[config.mk]
export PLATFORM = sky130hd
export DESIGN_NAME = datapath
export DESIGN_NICKNAME = d
export VERILOG_FILES = /design/src/rtl/datapath.sv
export SDC_FILE = /design/constraint.sdc
export NUM_CORES = 1
export LEC_CHECK = 0
export BUFFER_PORTS_ARGS = -buffer_cell sky130_fd_sc_hd__clkbuf_2
export CORE_MARGIN = 4
export CORE_UTILIZATION = 40
export CTS_CLUSTER_SIZE = 24
export DETAILED_ROUTE_END_ITERATION = 8
export PLACE_DENSITY = 0.6
export SLEW_MARGIN = 20
export SYNTH_ARGS = -nofsm -noshare
export SYNTH_HDL_FRONTEND = slang
export SYNTH_SLANG_ARGS = --single-unit
[constraint.sdc]
create_clock -name Clock -period 16.56 [get_ports Clock]
set_input_delay 3.312 -clock Clock [delete_from_list [all_inputs] [get_ports Clock]]
set_output_delay 3.312 -clock Clock [all_outputs]
set_load 0.01 [all_outputs]
[src/rtl/datapath.sv]
// Single-bus CPU datapath slice: PC, IR, MAR, MDR, Y, 64-bit Z and R2/R4/R5 sharing one bus.
// All loads and bus drives come from external per-register strobes.
module datapath #(
  parameter int unsigned WIDTH = 32
) (
  input  logic               Clock,
  input  logic               Clear,
  input  logic               PC_Out,
  input  logic               ZLO_Out,
  input  logic               MDR_Out,
  input  logic               R2_Out,
  input  logic               R4_Out,
  input  logic               PC_In,
  input  logic               IR_In,
  input  logic               MAR_In,
  input  logic               MDR_In,
  input  logic               Y_In,
  input  logic               Z_In,
  input  logic               R2_In,
  input  logic               R4_In,
  input  logic               R5_In,
  input  logic               IncPC,
  input  logic               CONTROL,
  input  logic               Read,
  input  logic [WIDTH-1:0]   MData_In,
  output logic [WIDTH-1:0]   BusMuxOut,
  output logic [WIDTH-1:0]   PC_Q,
  output logic [WIDTH-1:0]   IR_Q,
  output logic [WIDTH-1:0]   MAR_Q,
  output logic [WIDTH-1:0]   MDR_Q,
  output logic [WIDTH-1:0]   Y_Q,
  output logic [2*WIDTH-1:0] Z_Q,
  output logic [WIDTH-1:0]   R2_Q,
  output logic [WIDTH-1:0]   R4_Q,
  output logic [WIDTH-1:0]   R5_Q
);

  logic [WIDTH-1:0]   pc_q, ir_q, mar_q, mdr_q, y_q, r2_q, r4_q, r5_q;
  logic [WIDTH-1:0]   pc_d, ir_d, mar_d, mdr_d, y_d, r2_d, r4_d, r5_d;
  logic [2*WIDTH-1:0] z_q, z_d;
  logic [WIDTH-1:0]   bus;
  logic [WIDTH-1:0]   alu_lo;

  // Fixed-priority bus mux; an idle bus reads as zero.
  always_comb begin
    bus = '0;
    if (PC_Out)       bus = pc_q;
    else if (ZLO_Out) bus = z_q[WIDTH-1:0];
    else if (MDR_Out) bus = mdr_q;
    else if (R2_Out)  bus = r2_q;
    else if (R4_Out)  bus = r4_q;
  end

  // Increment wins over ADD; carry out of the low word is discarded.
  always_comb begin
    alu_lo = bus;
    if (IncPC)        alu_lo = bus + WIDTH'(1);
    else if (CONTROL) alu_lo = y_q + bus;
  end

  always_comb begin
    pc_d  = PC_In  ? bus : pc_q;
    ir_d  = IR_In  ? bus : ir_q;
    mar_d = MAR_In ? bus : mar_q;
    mdr_d = mdr_q;
    if (MDR_In) mdr_d = Read ? MData_In : bus;
    y_d   = Y_In   ? bus : y_q;
    z_d   = Z_In   ? {{WIDTH{1'b0}}, alu_lo} : z_q;
    r2_d  = R2_In  ? bus : r2_q;
    r4_d  = R4_In  ? bus : r4_q;
    r5_d  = R5_In  ? bus : r5_q;
  end

  always_ff @(posedge Clock or posedge Clear) begin
    if (Clear) begin
      pc_q  <= '0;
      ir_q  <= '0;
      mar_q <= '0;
      mdr_q <= '0;
      y_q   <= '0;
      z_q   <= '0;
      r2_q  <= '0;
      r4_q  <= '0;
      r5_q  <= '0;
    end else begin
      pc_q  <= pc_d;
      ir_q  <= ir_d;
      mar_q <= mar_d;
      mdr_q <= mdr_d;
      y_q   <= y_d;
      z_q   <= z_d;
      r2_q  <= r2_d;
      r4_q  <= r4_d;
      r5_q  <= r5_d;
    end
  end

  assign BusMuxOut = bus;
  assign PC_Q      = pc_q;
  assign IR_Q      = ir_q;
  assign MAR_Q     = mar_q;
  assign MDR_Q     = mdr_q;
  assign Y_Q       = y_q;
  assign Z_Q       = z_q;
  assign R2_Q      = r2_q;
  assign R4_Q      = r4_q;
  assign R5_Q      = r5_q;

endmodule

# Yosys cells after proc, flatten, opt, wreduce, memory -nomap -nowiden
# Index checks and enable logic that the tools add are counted.
# classes
n_addsub	2
multipliers	0
n_div	0
order_cmp	0
n_eq_ne	0
shifts	0
mux	8
bitwise_logic	0
reduce_logical	0
# op_table
op	n
$mux 32	8
$add 32x1->32 const B	1
$add 32x32->32	1
# totals
register_bits	288
latch_bits	0
mem_bits_rw	0
mem_bits_ro	0
output_inout_bits	352
word_cells	19
memories	0

# Longest topological paths before layout
# depth
word_depth	8
depth_mapped	19
ltp_nobuf	15

# Worst setup path after synthesis
# No wires, ideal clock.
# synth_path
kind	input port to output port
startpoint	input R2_Out
endpoint	output BusMuxOut[1]
arrival_time_ns	4.629
required_time_ns	13.248
slack_ns	8.619
path_stages	7
path_buffers	3
cell_sequence	buf_4 -> buf_6 -> buf_4 -> a21oi_1 -> a2bb2oi_1 -> a21oi_1 -> inv_1
# synth_via
elab_chain_len	4
# synth_lines
item	line	text
start, declared	11	input logic R2_Out,
$mux 32	50	else if (R2_Out) bus = r2_q;
$mux 32	49	else if (MDR_Out) bus = mdr_q;
$mux 32	48	else if (ZLO_Out) bus = z_q[WIDTH-1:0];
$mux 32	47	if (PC_Out) bus = pc_q;
end, declared	26	output logic [WIDTH-1:0] BusMuxOut,
# No other way between the ends.

# Worst setup path in the final report
# layout_path
startpoint	input MDR_Out
endpoint	output BusMuxOut[0]
# layout_via
elab_chain_len	3
# layout_lines
item	line	text
start, declared	10	input logic MDR_Out,
$mux 32	49	
$mux 32	48	
$mux 32	47	
# No other way between the ends.

==> results.json <==
{
  "num_vias": 12976,
  "relSlewSlack_pct": 24.6,
  "portBuffers": 370,
  "wl_per_cell_um": 24.1,
  "clkTransAtPathRegs_ns": 0.06,
  "synth_edf_count": 0,
  "drtPass1Iterations": 5,
  "hold_viol_final": 0,
  "final_util_pct": 49.8,
  "tns_ns": 0,
  "min_from": "R5_Q[31]",
  "grt.total_usage_pct": 26.2,
  "worst-endpoint-arrival_ns": 5.75,
  "synth_area_leaders": "dfrtp_1, mux2_2, a21oi_1",
  "antenna_found_initial": 1,
  "setup_viol": 0,
  "setup.worst_path.class": "in2out",
  "min_path_type": "reg2reg",
  "r2r-start": "R2_Q[2]",
  "dp_slack_ns": 7.51,
  "cts-resized-gates": 0,
  "cts_max_level": 2,
  "ios": 403,
  "drcViolationCount": 0,
  "grt_pass1_wl_um": 83000,
  "whs_path_depth": 1,
  "cts_tree": "yes",
  "syn_area_um2": 15300,
  "holdBufCountCts": 0,
  "drt_iter0_drc": 889,
  "dieArea_um2": 41400,
  "die_x_um": 203,
  "fin_nets": 1867,
  "grt_max_degree": 156,
  "r2r_end": "Z_Q[29]",
  "yosys_warnings": 0,
  "dp_cells": 2253,
  "core-area_um2": 37700,
  "yosysTopAreaCell": "dfrtp_1",
  "ant_nets": 0,
  "worstPathRequired_ns": 13.25,
  "cp_max_fo": 19,
  "instances_no_fill": 2318,
  "synth.most_common_cell": "dfrtp_1",
  "synth.top_cell.area_share_pct": 47.2,
  "ys_ff_latch": 288,
  "wl_um": 55900,
  "yosys_most_used_dff": "dfrtp_1",
  "finClkSkew_ns": 0.0206,
  "numCtsBuffers": 36,
  "max_clock_freq_mhz": 110,
  "finalMaxSlewViolations": 0,
  "peakVddDrop_uv": 92.8,
  "ys_types": 77,
  "rsz0062_at_grt": "false",
  "place_congestion": 0.917,
  "min_to": "R5_Q[31]",
  "grt_pass1_vias": 12825,
  "layout_min_cycle_time_ns": 9.06,
  "layout-drive-gt1-share_pct": 38.9,
  "ff2ff_path_depth": 13,
  "syn_avg_cell_area_um2": 10.6,
  "startpoint": "MDR_Out",
  "clockBufferDepth": 3,
  "outcome": "finished, final reports clean",
  "dpl.hpwl_um": 38600,
  "rows": 71,
  "synth_cells": 1440,
  "setup_ws_ns": 7.50,
  "fp.dieH_um": 203,
  "start_kind": "primary input",
  "clkLatencyLatePin_ns": 0.54,
  "power_mw": 2.93,
  "yosys-top-cells-count": "dfrtp_1, mux2_2, a21oi_1, nor2_1, clkbuf_1",
  "overflow": 0,
  "viasPerCell": 5.60,
  "cts_root_buffer": "clkbuf_16",
  "floorplan.initialDensity_pct": 40.6,
  "end_kind": "primary output",
  "area_growth_pct": 22.8,
  "async_reset_ff_share_pct": 100,
  "power.density_nw_per_um2": 156,
  "min_period_over_period_pct": 54.7,
  "cap_violations": 0,
  "yosysSeqAreaShare_pct": 47.2,
  "tightest_slew_ns": 1.12,
  "post_cts_buffers": 0,
  "cts.sinks": 288,
  "r2r_slack_ns": 11.91,
  "p_leak_nw": 8.82
}
[sequential cells by signal, indices dropped and copies added, names as in the netlist]
name,cells
Z_Q,32
R2_Q,32
MAR_Q,32
Y_Q,32
PC_Q,32
IR_Q,32
MDR_Q,32
R5_Q,32
R4_Q,32
[worst max path at each step]
stage                        end  slack, ns  cells after the start
floorplan                IR_Q[0]       5.30                      1
global placement    BusMuxOut[0]       7.59                      8
detailed placement  BusMuxOut[0]       7.51                      8
CTS                 BusMuxOut[0]       7.50                      8
global route        BusMuxOut[0]       7.30                      8
finish              BusMuxOut[0]       7.50                      8
[kinds of logic (layout without fill, tap and decap cells)]
group	count (synthesis)	in the layout	share of synthesized area (%)
compound gates	358	358	15.1
xor+xnor	41	41	2.35
fa+ha+maj	36	36	3.00
buf+inv	171	506	5.44
flops	288	288	47.2
mux	236	236	17.1
other cells	1	33	0.0246
simple gates	309	309	9.85
[layer usage]
layer / wire length, um / share of wire [%] / vias to the layer above / global-route usage [%]
met5: 0 / 0 / - / 0
met4: 1330 / 2.4 / 0 / 7.44
met3: 4130 / 7.4 / 73 / 5.09
met2: 26500 / 47 / 525 / 42.8
met1: 23900 / 43 / 6503 / 35.8
li1: - / - / 5875 / -
[cell usage in the layout (no fill, tap or decap), types with 25 or more instances in the layout]
| master | Yosys | routed |
|---|---|---|
| dfrtp_1 | 288 | 288 |
| buf_4 | 40 | 46 |
| a21oi_1 | 124 | 124 |
| mux2i_1 | 37 | 37 |
| clkbuf_2 | 0 | 369 |
| ha_1 | 35 | 35 |
| nor2_1 | 118 | 117 |
| mux2_2 | 199 | 199 |
| a22oi_1 | 26 | 26 |
| clkbuf_16 | 0 | 37 |
| conb_1 | 1 | 32 |
| a221oi_1 | 27 | 27 |
| o21ai_0 | 67 | 58 |
| xnor2_1 | 25 | 25 |
| nand2_1 | 70 | 70 |
[power by group]
group	switching, mW	internal, mW
Clock	0.318	0.490
Combinational	0.623	0.452
Sequential	0.162	0.884
[worst max-delay path, stage by stage]
cell	delay [ns]
clkbuf_2	0.08
buf_4	0.25
clkinv_1	0.46
buf_4	0.40
a2bb2oi_1	0.17
a21oi_1	0.67
inv_1	0.19
clkbuf_2	0.19
[area by class of cell]
type | count | area [um2]
clock inverter | 15 | 174
fill | 3572 | 18900
tap | 511 | 639
clock buffer | 49 | 1040
antenna | 1 | 2.50
timing repair buffer | 417 | 2220
sequential | 288 | 7210
inverter | 25 | 101
multi-input combinational | 1012 | 7370
[metrics by stage]
step	hold slack, ns	instance area [um2]
2_1_floorplan	0.535	15400
3_3_place_gp	0.489	17500
3_5_place_dp	0.495	17500
4_1_cts	0.509	18700
5_1_grt	0.519	18800
6_report	0.503	18800
(Power assumes the default switching activity.)
